--- src/rtl/amdc_spi_adc_pkg.sv ---
// Shared encodings and sizes for the AD4011 responder emulator.
package amdc_spi_adc_pkg;

  localparam int FRAME_BITS = 18;
  localparam int DLY_DEPTH  = 255;

  typedef enum logic [1:0] {
    ST_IDLE  = 2'd0,
    ST_CONV  = 2'd1,
    ST_READY = 2'd2,
    ST_SHIFT = 2'd3
  } state_t;

endpackage

--- src/rtl/amdc_sync_edge.sv ---
// Two-flop synchronizer for an asynchronous pin with single-cycle rise/fall pulses.
module amdc_sync_edge (
  input  logic clk,
  input  logic rst_n,
  input  logic i_async,
  output logic o_rise,
  output logic o_fall
);

  logic r_meta;
  logic r_sync;
  logic r_prev;

  always_ff @(posedge clk or negedge rst_n) begin
    if (!rst_n) begin
      r_meta <= 1'b0;
      r_sync <= 1'b0;
      r_prev <= 1'b0;
    end else begin
      r_meta <= i_async;
      r_sync <= r_meta;
      r_prev <= r_sync;
    end
  end

  assign o_rise = r_sync & ~r_prev;
  assign o_fall = ~r_sync & r_prev;

endmodule

--- src/rtl/amdc_spi_adc_emulator.sv ---
// AD4011 responder emulator: shifts two latched words out on sclk falls,
// followed by a programmable per-channel delay line on miso.
module amdc_spi_adc_emulator #(
  parameter int T_CONV_CYCLES = 64,
  parameter int FRAME_BITS    = amdc_spi_adc_pkg::FRAME_BITS
) (
  input  logic                  clk,
  input  logic                  rst_n,
  input  logic                  enable,
  input  logic                  cnv,
  input  logic                  sclk,
  input  logic [FRAME_BITS-1:0] data_x,
  input  logic [FRAME_BITS-1:0] data_y,
  input  logic [7:0]            delay_cnt,
  output logic                  miso_x,
  output logic                  miso_y,
  output logic                  busy,
  output logic                  frame_done,
  output logic [15:0]           frame_cnt,
  output logic                  err_short_cnv,
  output logic                  err_abort
);

  import amdc_spi_adc_pkg::*;

  localparam int CNT_W = $clog2(T_CONV_CYCLES + 1);
  localparam int BIT_W = $clog2(FRAME_BITS + 1);

  state_t                r_state;
  logic [CNT_W-1:0]      r_conv_cnt;
  logic [BIT_W-1:0]      r_bit_cnt;
  logic [FRAME_BITS-1:0] r_shx;
  logic [FRAME_BITS-1:0] r_shy;
  logic                  r_sdo_x;
  logic                  r_sdo_y;
  logic                  r_busy;
  logic                  r_frame_done;
  logic [15:0]           r_frame_cnt;
  logic                  r_err_short;
  logic                  r_err_abort;
  logic [DLY_DEPTH-1:0]  r_dly_x;
  logic [DLY_DEPTH-1:0]  r_dly_y;

  logic                  w_cnv_rise;
  logic                  w_cnv_fall;
  logic                  w_sclk_fall;
  logic                  w_unused_sclk_rise;
  logic [7:0]            w_tap;

  amdc_sync_edge u_sync_cnv (
    .clk    (clk),
    .rst_n  (rst_n),
    .i_async(cnv),
    .o_rise (w_cnv_rise),
    .o_fall (w_cnv_fall)
  );

  amdc_sync_edge u_sync_sclk (
    .clk    (clk),
    .rst_n  (rst_n),
    .i_async(sclk),
    .o_rise (w_unused_sclk_rise),
    .o_fall (w_sclk_fall)
  );

  // cnv rise is tested before sclk fall in READY/SHIFT so a restart always wins.
  always_ff @(posedge clk or negedge rst_n) begin
    if (!rst_n) begin
      r_state      <= ST_IDLE;
      r_conv_cnt   <= '0;
      r_bit_cnt    <= '0;
      r_shx        <= '0;
      r_shy        <= '0;
      r_sdo_x      <= 1'b0;
      r_sdo_y      <= 1'b0;
      r_busy       <= 1'b0;
      r_frame_done <= 1'b0;
      r_frame_cnt  <= '0;
      r_err_short  <= 1'b0;
      r_err_abort  <= 1'b0;
    end else if (!enable) begin
      r_state      <= ST_IDLE;
      r_conv_cnt   <= '0;
      r_bit_cnt    <= '0;
      r_sdo_x      <= 1'b0;
      r_sdo_y      <= 1'b0;
      r_busy       <= 1'b0;
      r_frame_done <= 1'b0;
      r_err_short  <= 1'b0;
      r_err_abort  <= 1'b0;
    end else begin
      r_frame_done <= 1'b0;
      case (r_state)
        ST_IDLE: begin
          if (w_cnv_rise) begin
            r_state    <= ST_CONV;
            r_shx      <= data_x;
            r_shy      <= data_y;
            r_conv_cnt <= '0;
            r_busy     <= 1'b1;
          end
        end
        ST_CONV: begin
          if (w_cnv_fall) begin
            if (r_conv_cnt >= CNT_W'(T_CONV_CYCLES)) begin
              r_state   <= ST_READY;
              r_bit_cnt <= '0;
            end else begin
              r_state     <= ST_IDLE;
              r_err_short <= 1'b1;
              r_busy      <= 1'b0;
            end
          end else if (r_conv_cnt != CNT_W'(T_CONV_CYCLES)) begin
            r_conv_cnt <= r_conv_cnt + 1'b1;
          end
        end
        ST_READY, ST_SHIFT: begin
          if (w_cnv_rise) begin
            r_state     <= ST_CONV;
            r_err_abort <= 1'b1;
            r_shx       <= data_x;
            r_shy       <= data_y;
            r_conv_cnt  <= '0;
            r_bit_cnt   <= '0;
            r_sdo_x     <= 1'b0;
            r_sdo_y     <= 1'b0;
          end else if (w_sclk_fall) begin
            if (r_bit_cnt == BIT_W'(FRAME_BITS)) begin
              r_state      <= ST_IDLE;
              r_sdo_x      <= 1'b0;
              r_sdo_y      <= 1'b0;
              r_busy       <= 1'b0;
              r_frame_done <= 1'b1;
              r_frame_cnt  <= r_frame_cnt + 16'd1;
            end else begin
              r_state   <= ST_SHIFT;
              r_sdo_x   <= r_shx[FRAME_BITS-1];
              r_sdo_y   <= r_shy[FRAME_BITS-1];
              r_shx     <= {r_shx[FRAME_BITS-2:0], 1'b0};
              r_shy     <= {r_shy[FRAME_BITS-2:0], 1'b0};
              r_bit_cnt <= r_bit_cnt + 1'b1;
            end
          end
        end
        default: r_state <= ST_IDLE;
      endcase
    end
  end

  // Free-running line; it flushes itself because sdo is held at 0 outside SHIFT.
  always_ff @(posedge clk or negedge rst_n) begin
    if (!rst_n) begin
      r_dly_x <= '0;
      r_dly_y <= '0;
    end else begin
      r_dly_x <= {r_dly_x[DLY_DEPTH-2:0], r_sdo_x};
      r_dly_y <= {r_dly_y[DLY_DEPTH-2:0], r_sdo_y};
    end
  end

  always_comb begin
    w_tap = delay_cnt - 8'd1;
    if (delay_cnt == '0) begin
      miso_x = r_sdo_x;
      miso_y = r_sdo_y;
    end else begin
      miso_x = r_dly_x[w_tap];
      miso_y = r_dly_y[w_tap];
    end
  end

  assign busy          = r_busy;
  assign frame_done    = r_frame_done;
  assign frame_cnt     = r_frame_cnt;
  assign err_short_cnv = r_err_short;
  assign err_abort     = r_err_abort;

endmodule

--- config.mk ---
export PLATFORM = sky130hd
export DESIGN_NAME = amdc_spi_adc_emulator
export DESIGN_NICKNAME = d
export VERILOG_FILES = /design/src/rtl/amdc_spi_adc_pkg.sv /design/src/rtl/amdc_sync_edge.sv /design/src/rtl/amdc_spi_adc_emulator.sv
export SDC_FILE = /design/constraint.sdc
export NUM_CORES = 1
export LEC_CHECK = 0
export CAP_MARGIN = 20
export CORE_MARGIN = 5
export CORE_UTILIZATION = 60
export DETAILED_ROUTE_END_ITERATION = 12
export PLACE_DENSITY_LB_ADDON = 0.08
export SETUP_SLACK_MARGIN = 0.05
export SYNTH_ARGS = -nofsm -noshare
export SYNTH_HDL_FRONTEND = slang
export SYNTH_SLANG_ARGS = --single-unit
--- constraint.sdc ---
create_clock -name clk -period 5.4 [get_ports clk]
set_clock_uncertainty 0.15 [all_clocks]
set_input_delay 0.54 -clock clk [delete_from_list [all_inputs] [get_ports clk]]
set_output_delay 0.54 -clock clk [all_outputs]
set_load 0.005 [all_outputs]
==> results.txt <==
* Vias per cell: 5.77
- Top post-synthesis cells by area: sky130_fd_sc_hd__dfrtp_1, sky130_fd_sc_hd__mux4_2, sky130_fd_sc_hd__nand2_1, sky130_fd_sc_hd__mux2i_1, sky130_fd_sc_hd__a31oi_1
- For this block, the initial DRC count from the detailed router was 690.
- Slew Viols, Final: 0
- Net switching component of the power: 1.99 mW
- In this run the horizontal extent of the chip is 196 µm.
- Setup repair after global routing left no endpoint under its margin.
- Summed over all layers, the routed wires come to 38.3 mm.
* Worst voltage drop across the vdd grid: 0.000250 V
- Total number of vias: 10600
- Detail Route Antenna Nets: 0
- At the end of routability-driven placement, the weighted congestion stood at 0.827.
* Die Area: 38400 µm²
- CP endpoint kind: output pin
* Sum of net half-perimeters after detailed placement: 23.5 mm
* Switching share of power: 0.218
* Max Clock Freq: 198 MHz
- Placement row count: 68
- After detailed routing, the average wire length per cell comes to 20.9 µm.
- Number of max-cap violations: 0
- Synthesis instantiated 60 different standard cells from the library.
* Category of the critical setup timing path: input pin to output pin
* Initial core utilization: 0.604
- Area taken by flip-flops and latches: 14700 µm²
- The via count of the first global-routing pass was 11600.
- Avg Inst Size Synth: 16.8 µm²
- Worst-path fanout max: 17
- Counting the buffers created by CTS gives 58.
- For this design the ratio of total power to cell area is 380 nW/µm².
* Dominant synthesized flop cell: sky130_fd_sc_hd__dfrtp_1
- Count leader, synth: sky130_fd_sc_hd__dfrtp_1
- On the final layout, the worst hold slack is 190 ps.
- The number of antenna violations at the first check in global routing came to 0.
- Number of setup buffers added after CTS: 0
- 71 I/O pins were placed.
- Sequential share of power: 0.501
- Final hold viol count: 0
- After routing, the total negative slack on setup checks comes to 0 ps.
- The floorplan step set the die height to 196 µm.
- Cell internal power was estimated by the tool at 7.12 mW.
- Of all cell types, the one taking the most synthesized area is sky130_fd_sc_hd__dfrtp_1.
- Tightest Pin Transition: 907 ps
- Overall overflow remaining after global route: 0
- Data arrival, critical path: 4360 ps
- Before CTS, the worst setup slack after placement is 357 ps.
- The root buffer cell chosen for the clock tree is sky130_fd_sc_hd__clkbuf_16.
* Type of origin of the critical path: input pin
- Dividing the final minimum period by the clock period gives 0.936.
- The H-tree generated during clock tree synthesis spans 2 levels.
- CTS saw 588 sinks.
- Commonest cells in the synthesized netlist: sky130_fd_sc_hd__dfrtp_1, sky130_fd_sc_hd__mux4_2, sky130_fd_sc_hd__nand2_1
- The worst path needs 5050 ps of the cycle, external delays included.
- Fraction of the yosys area taken by sequential cells: 0.710
- Headroom to the max-slew limit: 0.395
- Wire length of the first global-routing pass: 64.2 mm
* Worst min-delay path category: flop to flop
* Part of the total power dissipated in the clock network: 0.437
- Number of buffers on the longest clock path: 3
* Count of flip-flops with a built-in enable after synthesis: 0
- Fill cell instance count of the final layout: 2200
- At the later pin of the worst-skew pair, clock insertion delay measures 590 ps.
- Clock-pin slew was measured on the worst setup and hold paths at 60 ps.
- Leakage Power: 11.3 nW
- Number of nets produced by synthesis: 1287
* Total area of multi-input combinational cells: 5720 µm²
- Share of the synthesized area in the top cell type: 0.710
* Cells after synthesis: 1231
- After synthesis, the share of flip-flops with an asynchronous set or reset is 1.00.
- CTS tree: yes
- The cell area that synthesis handed to floorplanning was 20700 µm².
* Total of flip-flops plus latches after synthesis: 588
- Total DRC errors in the routed layout: 0
- Post-layout nets: 1388
- The share of total power dissipated in combinational logic is 0.061.
- Entering global routing, the biggest net connects 129 pins.
- Run status: finished, final reports clean
- For this run, the total global-route usage over all layers was measured as 0.211.
- Input and output buffers added on the ports amount to 70.
- Count of inserted antenna diode cells: 0
* Total iterations of the first detailed-routing run: 4
- Setup violations remaining at the end of the flow were counted as 0.
- Fraction of layout cells with a size suffix above 1: 0.196
- The area growth from synthesis to layout is 15.6%.
- The worst path meets setup with 347 ps of slack.
* Total of warnings raised by yosys: 0
* Placeable core region: 34300 µm²
- Worst path required time: 4710 ps
logic make-up (layout without fill, tap and decap cells):
kind of cell | Yosys count | count (layout) | share of synthesized area
DFF | 588 | 588 | 0.710
buffers and inverters | 70 | 213 | 0.0168
AOI/OAI and AO/OA | 116 | 116 | 0.0365
and+or+nand+nor | 252 | 252 | 0.0543
adders and majority gates | 7 | 7 | 0.00423
xor gates and xnor gates | 28 | 28 | 0.0122
muxes | 170 | 170 | 0.166
final timing paths:
check                                        from                end  slack [ps]  cells after the start
max in group asynchronous                   rst_n      frame_cnt[14]        3390                      3
worst max register to register       r_bit_cnt[0]      frame_cnt[15]        2140                     10
min in group asynchronous                   rst_n       r_dly_y[160]         490                      2
worst max-delay path                 delay_cnt[1]             miso_y         350                     12
worst min register to register  u_sync_cnv.r_meta  u_sync_cnv.r_sync         190                      0
worst min-delay path            u_sync_cnv.r_meta  u_sync_cnv.r_sync         190                      0
critical path, cell delays in order:
cell and delay, ps:
sky130_fd_sc_hd__clkdlybuf4s50_1 560, sky130_fd_sc_hd__inv_1 120, sky130_fd_sc_hd__ha_4 220, sky130_fd_sc_hd__xor2_4 620, sky130_fd_sc_hd__buf_4 310, sky130_fd_sc_hd__mux4_2 510
sky130_fd_sc_hd__mux4_2 500, sky130_fd_sc_hd__nor2b_1 130, sky130_fd_sc_hd__o22ai_1 90, sky130_fd_sc_hd__nand3_1 100, sky130_fd_sc_hd__o211ai_1 170, sky130_fd_sc_hd__clkdlybuf4s50_1 500
power by group through the flow:
stage	Sequential [mW]	Clock [mW]	Combinational, mW
2_1_floorplan	4.63	0	0.338
3_3_place_gp	4.64	0	0.558
3_5_place_dp	4.65	0	0.569
4_1_cts	4.57	4.09	0.571
5_1_grt	4.58	4.28	0.628
6_report	4.57	3.99	0.559
timing repair:
action / 4_1_cts / 5_1_grt
setup endpoints to repair: 0 / 1
gates resized for setup: 0 / 0
hold buffers: 1 / 0
hold endpoints to repair: 116 / 0
cell type report:
class,instances,share of cell area
multi-input combinational,573,0.238
tap,455,0.0238
clock inverter,21,0.0110
inverter,12,0.00188
sequential,588,0.614
timing repair buffer,99,0.0426
clock buffer,81,0.0684
per-stage QoR:
stage,util,instances,total power [mW],instance area (µm²)
2_1_floorplan,-,1231,4.97,20700
3_3_place_gp,0.642,1725,5.20,22000
3_5_place_dp,0.642,1725,5.22,22000
4_1_cts,0.698,1828,9.23,23900
5_1_grt,0.699,1829,9.49,24000
6_report,0.699,1829,9.11,24000
per-layer routing:
layer,vias to the layer above,routed length [µm],GRT usage
met5,-,0,0
met4,0,732,0.0548
met3,51,1650,0.0479
met2,199,17900,0.313
met1,5640,17900,0.329
li1,4662,-,-
cell usage in the layout, fill, tap and decap left out, types with 10 or more instances in the layout:
cell                              count
sky130_fd_sc_hd__mux4_2             136
sky130_fd_sc_hd__clkbuf_16           59
sky130_fd_sc_hd__inv_1               11
sky130_fd_sc_hd__nor2b_1             10
sky130_fd_sc_hd__nor2_1              57
sky130_fd_sc_hd__a31oi_1             35
sky130_fd_sc_hd__o21ai_0             26
sky130_fd_sc_hd__nand2_1            117
sky130_fd_sc_hd__nand3_1             22
sky130_fd_sc_hd__xnor2_1             15
sky130_fd_sc_hd__buf_4               21
sky130_fd_sc_hd__xor2_1              10
sky130_fd_sc_hd__dfrtp_1            588
sky130_fd_sc_hd__mux2i_1             28
sky130_fd_sc_hd__clkdlybuf4s50_1     68
sky130_fd_sc_hd__clkinv_2            12
sky130_fd_sc_hd__a21oi_1             10
sky130_fd_sc_hd__clkbuf_1            14
registers in the layout (all words and copies together), names as in the netlist, 2 cells and up:
register and count:
r_conv_cnt 7, r_dly_x 255, r_shy 18, r_dly_y 255
r_state 2, frame_cnt 16, r_shx 18, r_bit_cnt 5
(Power assumes the default switching activity.)
